### config.mk
export PLATFORM = sky130hd
export DESIGN_NAME = uart_reg_responder
export DESIGN_NICKNAME = d
export VERILOG_FILES = /design/src/rtl/uart_reg_responder.sv
export SDC_FILE = /design/constraint.sdc
export NUM_CORES = 1
export LEC_CHECK = 0
export ABC_AREA = 1
export CAP_MARGIN = 20
export CORE_ASPECT_RATIO = 0.5
export CORE_UTILIZATION = 40
export CTS_CLUSTER_SIZE = 16
export DETAILED_ROUTE_END_ITERATION = 16
export PLACE_DENSITY = 0.69
export SLEW_MARGIN = 20
export SYNTH_ARGS = -nofsm -noshare
export SYNTH_HDL_FRONTEND = slang
export SYNTH_SLANG_ARGS = --single-unit
### constraint.sdc
create_clock -name clk -period 1.62 [get_ports clk]
set_input_delay 0.243 -clock clk [delete_from_list [all_inputs] [get_ports clk]]
set_output_delay 0.243 -clock clk [all_outputs]
set_load 0.05 [all_outputs]
### src/rtl/uart_reg_responder.sv
// Byte-level register read/write responder behind a UART: decodes 'W' addr data / 'R' addr
// frames, drives a simple register bus and returns ACK, NAK or read data via the transmitter.
module uart_reg_responder #(
    parameter int unsigned ADDR_W        = 4,
    parameter int unsigned NUM_REGS      = 12,
    parameter int unsigned TIMEOUT_TICKS = 640,
    parameter logic [7:0]  ACK_BYTE      = 8'h06,
    parameter logic [7:0]  NAK_BYTE      = 8'h15
) (
    input  logic              clk,
    input  logic              rst,
    input  logic              baud16_en,
    input  logic [7:0]        rx_data,
    input  logic              rx_ready,
    input  logic              rx_error,
    output logic [7:0]        tx_data,
    output logic              tx_start,
    input  logic              tx_busy,
    output logic [ADDR_W-1:0] reg_addr,
    output logic [7:0]        reg_wdata,
    output logic              reg_wr,
    output logic              reg_rd,
    input  logic [7:0]        reg_rdata,
    output logic              busy,
    output logic [7:0]        err_count
);

    typedef enum logic [3:0] {
        S_IDLE,
        S_GET_ADDR,
        S_GET_DATA,
        S_DO_WR,
        S_DO_RD,
        S_RD_CAP,
        S_NAK,
        S_SEND,
        S_WAIT_HI,
        S_WAIT_LO
    } state_t;

    localparam int unsigned      TMO_W    = $clog2(TIMEOUT_TICKS + 1);
    localparam logic [TMO_W-1:0] TMO_LAST = TMO_W'(TIMEOUT_TICKS - 1);
    localparam logic [7:0]       CMD_WR   = 8'h57;
    localparam logic [7:0]       CMD_RD   = 8'h52;

    state_t            r_state;
    state_t            w_next;
    logic              r_cmd_wr;
    logic [ADDR_W-1:0] r_addr;
    logic [7:0]        r_wdata;
    logic [7:0]        r_tx_data;
    logic [7:0]        r_err_count;
    logic [TMO_W-1:0]  r_tmo_cnt;
    logic              w_in_frame;
    logic              w_timeout;
    logic              w_addr_ok;
    logic              w_cmd_ok;
    logic              w_err_inc;

    assign w_in_frame = (r_state == S_GET_ADDR) || (r_state == S_GET_DATA);
    // A byte arriving on the expiry tick wins over the timeout.
    assign w_timeout  = w_in_frame && baud16_en && !rx_ready && (r_tmo_cnt == TMO_LAST);
    assign w_addr_ok  = !rx_error && ({1'b0, rx_data} < 9'(NUM_REGS));
    assign w_cmd_ok   = !rx_error && ((rx_data == CMD_WR) || (rx_data == CMD_RD));
    assign w_err_inc  = (r_state == S_NAK) || w_timeout;

    always_comb begin
        // NOTE: every combinational output gets a default first so no path can infer a latch.
        w_next   = r_state;
        tx_start = 1'b0;
        case (r_state)
            S_IDLE:     if (rx_ready) w_next = w_cmd_ok ? S_GET_ADDR : S_NAK;
            S_GET_ADDR: begin
                if (rx_ready)       w_next = !w_addr_ok ? S_NAK : (r_cmd_wr ? S_GET_DATA : S_DO_RD);
                else if (w_timeout) w_next = S_IDLE;
            end
            S_GET_DATA: begin
                if (rx_ready)       w_next = rx_error ? S_NAK : S_DO_WR;
                else if (w_timeout) w_next = S_IDLE;
            end
            S_DO_WR:    w_next = S_SEND;
            S_DO_RD:    w_next = S_RD_CAP;
            S_RD_CAP:   w_next = S_SEND;
            S_NAK:      w_next = S_SEND;
            S_SEND: begin
                if (!tx_busy) begin
                    tx_start = 1'b1;
                    w_next   = S_WAIT_HI;
                end
            end
            S_WAIT_HI:  if (tx_busy)  w_next = S_WAIT_LO;
            S_WAIT_LO:  if (!tx_busy) w_next = S_IDLE;
            default:    w_next = S_IDLE;
        endcase
    end

    always_ff @(posedge clk or posedge rst) begin
        if (rst) begin
            r_state     <= S_IDLE;
            r_cmd_wr    <= 1'b0;
            r_addr      <= '0;
            r_wdata     <= '0;
            r_tx_data   <= '0;
            r_err_count <= '0;
            r_tmo_cnt   <= '0;
        end else begin
            // NOTE: state registers use non-blocking assignments so every flop samples pre-edge values.
            r_state <= w_next;
            if (r_state == S_IDLE && rx_ready)
                r_cmd_wr <= (rx_data == CMD_WR);
            if (r_state == S_GET_ADDR && rx_ready && w_addr_ok)
                r_addr <= rx_data[ADDR_W-1:0];
            if (r_state == S_GET_DATA && rx_ready && !rx_error)
                r_wdata <= rx_data;

            case (r_state)
                S_DO_WR:  r_tx_data <= ACK_BYTE;
                S_RD_CAP: r_tx_data <= reg_rdata;
                S_NAK:    r_tx_data <= NAK_BYTE;
                default:  r_tx_data <= r_tx_data;
            endcase

            if (w_err_inc && (r_err_count != 8'hFF))
                r_err_count <= r_err_count + 8'd1;

            // Inter-byte timer only runs while a frame is partially received.
            if (!w_in_frame || rx_ready)
                r_tmo_cnt <= '0;
            else if (baud16_en)
                r_tmo_cnt <= r_tmo_cnt + 1'b1;
        end
    end

    assign tx_data   = r_tx_data;
    assign reg_addr  = r_addr;
    assign reg_wdata = r_wdata;
    assign reg_wr    = (r_state == S_DO_WR);
    assign reg_rd    = (r_state == S_DO_RD);
    assign busy      = (r_state != S_IDLE);
    assign err_count = r_err_count;

endmodule

==> results.sh <==
export IMPL_outcome="finished with violations"
export IMPL_violations="negative setup slack"
export IMPL_finalWirelength_microns=5750
export IMPL_critPathLaunchType="register"
export IMPL_cts_sinks=43
export IMPL_cellPowerDensity_mw_per_mm2=1860
export IMPL_drive_above_1_share_pct=33.1
export IMPL_power_leakage_nw=1.64
export IMPL_rrSetupSlack_ns=0.02
export IMPL_clk_insertion_delay_late_ns=0.29
export IMPL_crit_family="flip-flops"
export IMPL_antenna_found_initial=0
export IMPL_syn_to_final_growth_pct=51.3
export IMPL_grt_busiest_layer="met2"
export IMPL_cts_tree="done"
export IMPL_cts_reportedPaths_clkPinSlew_ns=0.08
export IMPL_min_path_type="in2async"
export IMPL_cp_cell_sequence="buf_6 -> nor2_4 -> nand2_2 -> nor2_4 -> inv_2 -> buf_8"
export IMPL_grt_pass1_wl_microns=8920
export IMPL_use_met1_pct=26.7
export IMPL_drc=0
export IMPL_diodes=0
export IMPL_dr_pass1_iters=5
export IMPL_io_buffers=53
export IMPL_crit_start="r_state[0]"
export IMPL_clockPowerShare_pct=10.6
export IMPL_drv_cap=0
export IMPL_htree_levels=2
export IMPL_synth_area_per_cell_sq_um=8.22
export IMPL_worstSetupEndpointType="primary output"
export IMPL_fp_dieW_microns=108
export IMPL_wl_per_cell_microns=13.1
export IMPL_syn_area_sq_mm=0.00223
export IMPL_clockBufferDepth=2
export IMPL_cts_buffers_inserted=5
export IMPL_met3_usage_pct=3.81
export IMPL_num_io_pins=54
export IMPL_crit_fanout=3
export IMPL_finalNetCount=392
export IMPL_grt_pass1_vias=1972
export IMPL_p_int_mw=3.28
export IMPL_power_frac_seq_pct=26.2
export IMPL_finClkSkew_ns=0.00583
export IMPL_setup_slack_ns=-0.0412
export IMPL_p_sw_mw=2.99
export IMPL_cp_required_ns=1.38
export IMPL_setup_viol=2
export IMPL_fin_crit_ns=1.66
export IMPL_cp_num_buf_inv=3
export IMPL_initialDrtViolationCount=93
export IMPL_synthTopCellsByArea="dfrtp_1, nand2_1, inv_1, nand3_1, o21ai_0"
export IMPL_final_cell_mix="nand2_1, buf_4, dfrtp_1, inv_1, clkdlybuf4s50_1"
export IMPL_synth_largest_area_cell="dfrtp_1"
export IMPL_ys_warn_count=0
export IMPL_path_depth=6
export IMPL_row_count=18
export IMPL_dp_hpwl_microns=4180
export IMPL_worst_path_most_repeated_cell="nor2_4"
export IMPL_cpMaxStageDelayCell="dfrtp_1"
export IMPL_cpPeakStageDelay_ns=0.44
export IMPL_arrival_ns=1.42
export IMPL_timing_rr_end="r_state[1]"
export IMPL_synthCells=271
export IMPL_fin_cells=439
export IMPL_critPathKind="reg2out"
export IMPL_synth_distinct_cells=34
export IMPL_grt_max_degree=44
export IMPL_ys_ff_latch=43
export IMPL_r2r_cells=12
export IMPL_layout_commonest_cell="nand2_1"
export IMPL_netSwitchingFraction_pct=47.7
export IMPL_power_total_mw=6.27
export IMPL_ctsRootBufferMaster="clkbuf_8"
export IMPL_rsz0062_at_grt="true"
export IMPL_gr_total_overflow=0
export IMPL_die_h_microns=54.8
export IMPL_slew_violations=0
export IMPL_max_slew_margin_pct=78.8
export IMPL_viasPerCell=4.99
export IMPL_track_usage_pct=19.9
export IMPL_syn_num_nets=295
export IMPL_synth_top_cell_area_share_pct=48.3
export IMPL_worstMarginPinSlew_ns=0.317
export IMPL_r2r_start="r_state[1]"
export IMPL_core_area_sq_mm=0.00513
export IMPL_setup_tns_ns=-0.0554
export IMPL_max_clock_freq_mhz=602
export IMPL_hold_violations=0
export IMPL_dieArea_sq_mm=0.00589
export IMPL_gp_congestion=0.891
export IMPL_start_util_pct=43.4
export IMPL_grt_util_met2_pct=33.3
export IMPL_num_vias=2190
export IMPL_dp_cells=425
export IMPL_share_comb_of_total_power_pct=63.2
export IMPL_max_vdd_ir_drop_uv=1090
export IMPL_period_share_pct=103
export IMPL_ant_nets=0
export IMPL_synth_seq_area_share_pct=48.3
==> timing repair <==
action / CTS / global route
hold buffers: 0 / 0
gates resized for setup: 9 / 37
pin swaps: 1 / 9
endpoints found under the setup margin: 9 / 21
buffers inserted: 1 / 5
==> state kept, by name (all words and copies together), names as in the netlist <==
signal / flops
reg_wdata: 8
r_tmo_cnt: 10
r_cmd_wr: 1
r_state: 4
err_count: 8
reg_addr: 4
tx_data: 8
==> metrics by stage <==
| stage | hold WS [ns] | worst slack [ns] | area [sq um] | util [%] |
|---|---|---|---|---|
| 2_1_floorplan | 0.388 | 0.0287 | 2230 | - |
| 6_report | 0.309 | -0.0412 | 3370 | 65.7 |
| 5_1_grt | 0.346 | -0.100 | 3370 | 65.7 |
| 4_1_cts | 0.322 | -0.0472 | 3180 | 62.0 |
| 3_5_place_dp | 0.475 | -0.184 | 3070 | 59.8 |
| 3_3_place_gp | 0.469 | -0.0978 | 3070 | 59.8 |
==> area by class of cell <==
type / instances / area (sq um)
Clock buffer: 7 / 76.3
Timing Repair Buffer: 93 / 843
Clock inverter: 1 / 5.00
Sequential cell: 43 / 1080
Fill cell: 423 / 1760
Multi-Input combinational cell: 188 / 1130
Inverter: 37 / 144
Tap cell: 70 / 87.6
==> routing by layer <==
layer,vias to the layer above,share of wire (%)
li1,1088,-
met1,1043,47
met2,53,47
met3,6,4.3
met4,0,1.1
met5,-,0
==> synthesized netlist by cell type (all sizes together) <==
library cell,n
dfrtp,43
a32o,4
xnor2,2
nand4,10
o41ai,1
nand3,27
o22a,1
inv,37
xor2,6
nand2,71
mux2i,1
a21oi,8
nor3,5
mux2,2
nor2,22
o21bai,1
a21boi,1
o22ai,1
o21ai,20
clkbuf,1
a31oi,2
ha,2
o32ai,1
buf,2
==> how the worst max path moves through the flow <==
stage,to,slack [ns]
6_report,busy,-0.04
5_1_grt,reg_rd,-0.1
4_1_cts,busy,-0.05
3_5_place_dp,reg_addr[0],-0.18
3_3_place_gp,err_count[4],-0.1
2_1_floorplan,err_count[0],0.03
==> power by group through the flow <==
stage                     clock, mW  combinational (mW)  sequential, mW
final                         0.666                3.96            1.64
after global routing          0.727                4.24            1.68
after CTS                     0.682                3.58            1.61
after detailed placement          0                3.49            1.63
after global placement            0                3.43            1.61
after floorplan                   0                1.32            2.41
==> worst reg2reg max path, cell delays in order (launching register included) <==
cell	delay (ns)
dfrtp_1	0.42
buf_6	0.13
nor2_4	0.12
nand2_2	0.10
nand2_4	0.08
buf_6	0.10
nand3_2	0.05
o21bai_1	0.16
nand2_1	0.07
nand2_1	0.08
nand2_1	0.06
nand2_1	0.07
nand2_1	0.06
==> cells by family after synthesis <==
group | count (synthesis) | share of synthesized area (%)
muxes | 3 | 1.46
adders and majority gates | 2 | 1.12
and+or+nand+nor | 135 | 27.1
AOI/OAI and AO/OA | 40 | 11.3
xor gates and xnor gates | 8 | 3.48
buffers and inverters | 40 | 7.24
DFF | 43 | 48.3
Power figures use the tool's default switching activity.
==> RTL edit, RTL diff (same settings) <==
The 10 states of `state_t` get a one-hot encoding in 10 bits.
--- a/src/rtl/uart_reg_responder.sv
+++ b/src/rtl/uart_reg_responder.sv
@@ -25,17 +25,17 @@
     output logic [7:0]        err_count
 );
 
-    typedef enum logic [3:0] {
-        S_IDLE,
-        S_GET_ADDR,
-        S_GET_DATA,
-        S_DO_WR,
-        S_DO_RD,
-        S_RD_CAP,
-        S_NAK,
-        S_SEND,
-        S_WAIT_HI,
-        S_WAIT_LO
+    typedef enum logic [9:0] {
+        S_IDLE     = 10'b0000000001,
+        S_GET_ADDR = 10'b0000000010,
+        S_GET_DATA = 10'b0000000100,
+        S_DO_WR    = 10'b0000001000,
+        S_DO_RD    = 10'b0000010000,
+        S_RD_CAP   = 10'b0000100000,
+        S_NAK      = 10'b0001000000,
+        S_SEND     = 10'b0010000000,
+        S_WAIT_HI  = 10'b0100000000,
+        S_WAIT_LO  = 10'b1000000000
     } state_t;
 
     localparam int unsigned      TMO_W    = $clog2(TIMEOUT_TICKS + 1);
Function: same outputs for any inputs over 10 cycles, from zero or initial values and one cycle with rst high; not proved beyond that.
==> RTL edit against the original RTL <==
- the flow still finishes with violations (negative setup slack)
- worst hold slack got worse by 0.038 ns
- power shrank 27%
- wire length is 12% higher
- cell count increased by 19%
- sequential cell count increased by 6
- final area rose by 15%
- setup slack lost 0.033 ns
- clock skew rose by 0.0011 ns
- non-clock buffer count is 1 lower
- sequential share of layout area down 0.34 points
- register-to-register slack got worse by 0.09 ns
- area after synthesis is 17% higher
- largest cell class unchanged
- highest routed layer unchanged
==> RTL edit: results (changes against the original RTL) <==
status finished, violations left; failing checks negative setup slack; Final Skew 0.00693 ns (+0.00110 ns); global-route wire length before repair 10.8 mm (+21%); maximum fanout along the worst path 6 (+3); placed cell area 3410 um2 (+11%); post-synthesis cell type count 31 (-8.8%); total track usage 0.200 (+0.00116); largest net degree at the start of global routing 25 (-43%); Pre-antenna DRT Iters 4 (-1); sequential share of the synthesized area 0.471 (-0.0121); drt wl/cell 12.3 um (-5.7%); met2 Resource Use GR 0.340 (+0.00680); final setup vio count 19 (+17); share of cells above drive strength 1 0.339 (+0.00887); Min Hold Slack 0.271 ns (-0.0379 ns); Synth Area in Adders 0.00960 (-0.00163); setup slack at placement -0.113 ns (+0.0710 ns); WL final 6.43 mm (+12%); gpl congestion 0.817 (-8.3%); Setup TNS -0.556 ns (-0.501 ns); worst r2r dst r_tmo_cnt[2]; Syn Inst Count 335 (+24%); total setup buffers inserted after CTS 8 (+7); static leakage 1.93 nW (+18%); fill cell count 499 (+18%); Register-to-Register Path Depth 9 (-3); WP data arrival 1.45 ns (+0.03 ns); Worst-Margin Slew 0.411 ns (+0.0945 ns); total vias in the final route 2521 (+15%); 1st-iter DRT viols 72 (-23%); PostCTS Resize Cnt 29 (+20); post-route setup slack -0.0739 ns (-0.0327 ns)
RTL edit: changes by cell type in the layout (fill, tap and decap cells not counted), moves of 4 or more:
cell	before	now
o21ai_1	0	10
dfrtp_1	39	44
clkbuf_16	0	5
nor2_2	1	8
nand3_1	20	15
a32o_1	4	0
o21ai_0	17	3
a22o_1	0	4
nor2_1	14	31
clkbuf_8	5	0
nand2_1	63	87
inv_1	29	38
nand2_2	4	12
RTL edit: layout make-up:
type | instances | area, um2 | share of cell area
clock buffer | 5 | 125 | 0.0322
sequential | 49 | 1230 | 0.317
inverter | 47 | 189 | 0.0486
timing repair buffer | 92 | 835 | 0.215
clock inverter | 3 | 21.3 | 0.00548
tap | 88 | 110 | 0.0283
multi-input combinational | 237 | 1370 | 0.353
RTL edit: kinds of logic after synthesis:
family,count (synthesis)
compound gates,30
xor+xnor,8
fa+ha+maj,2
buf+inv,49
flops,49
mux,1
simple gates,196
RTL edit: report_power, final:
group	switching [mW]	internal (mW)
clock	0.470	0.575
combinational	1.23	0.825
sequential	0.119	1.37
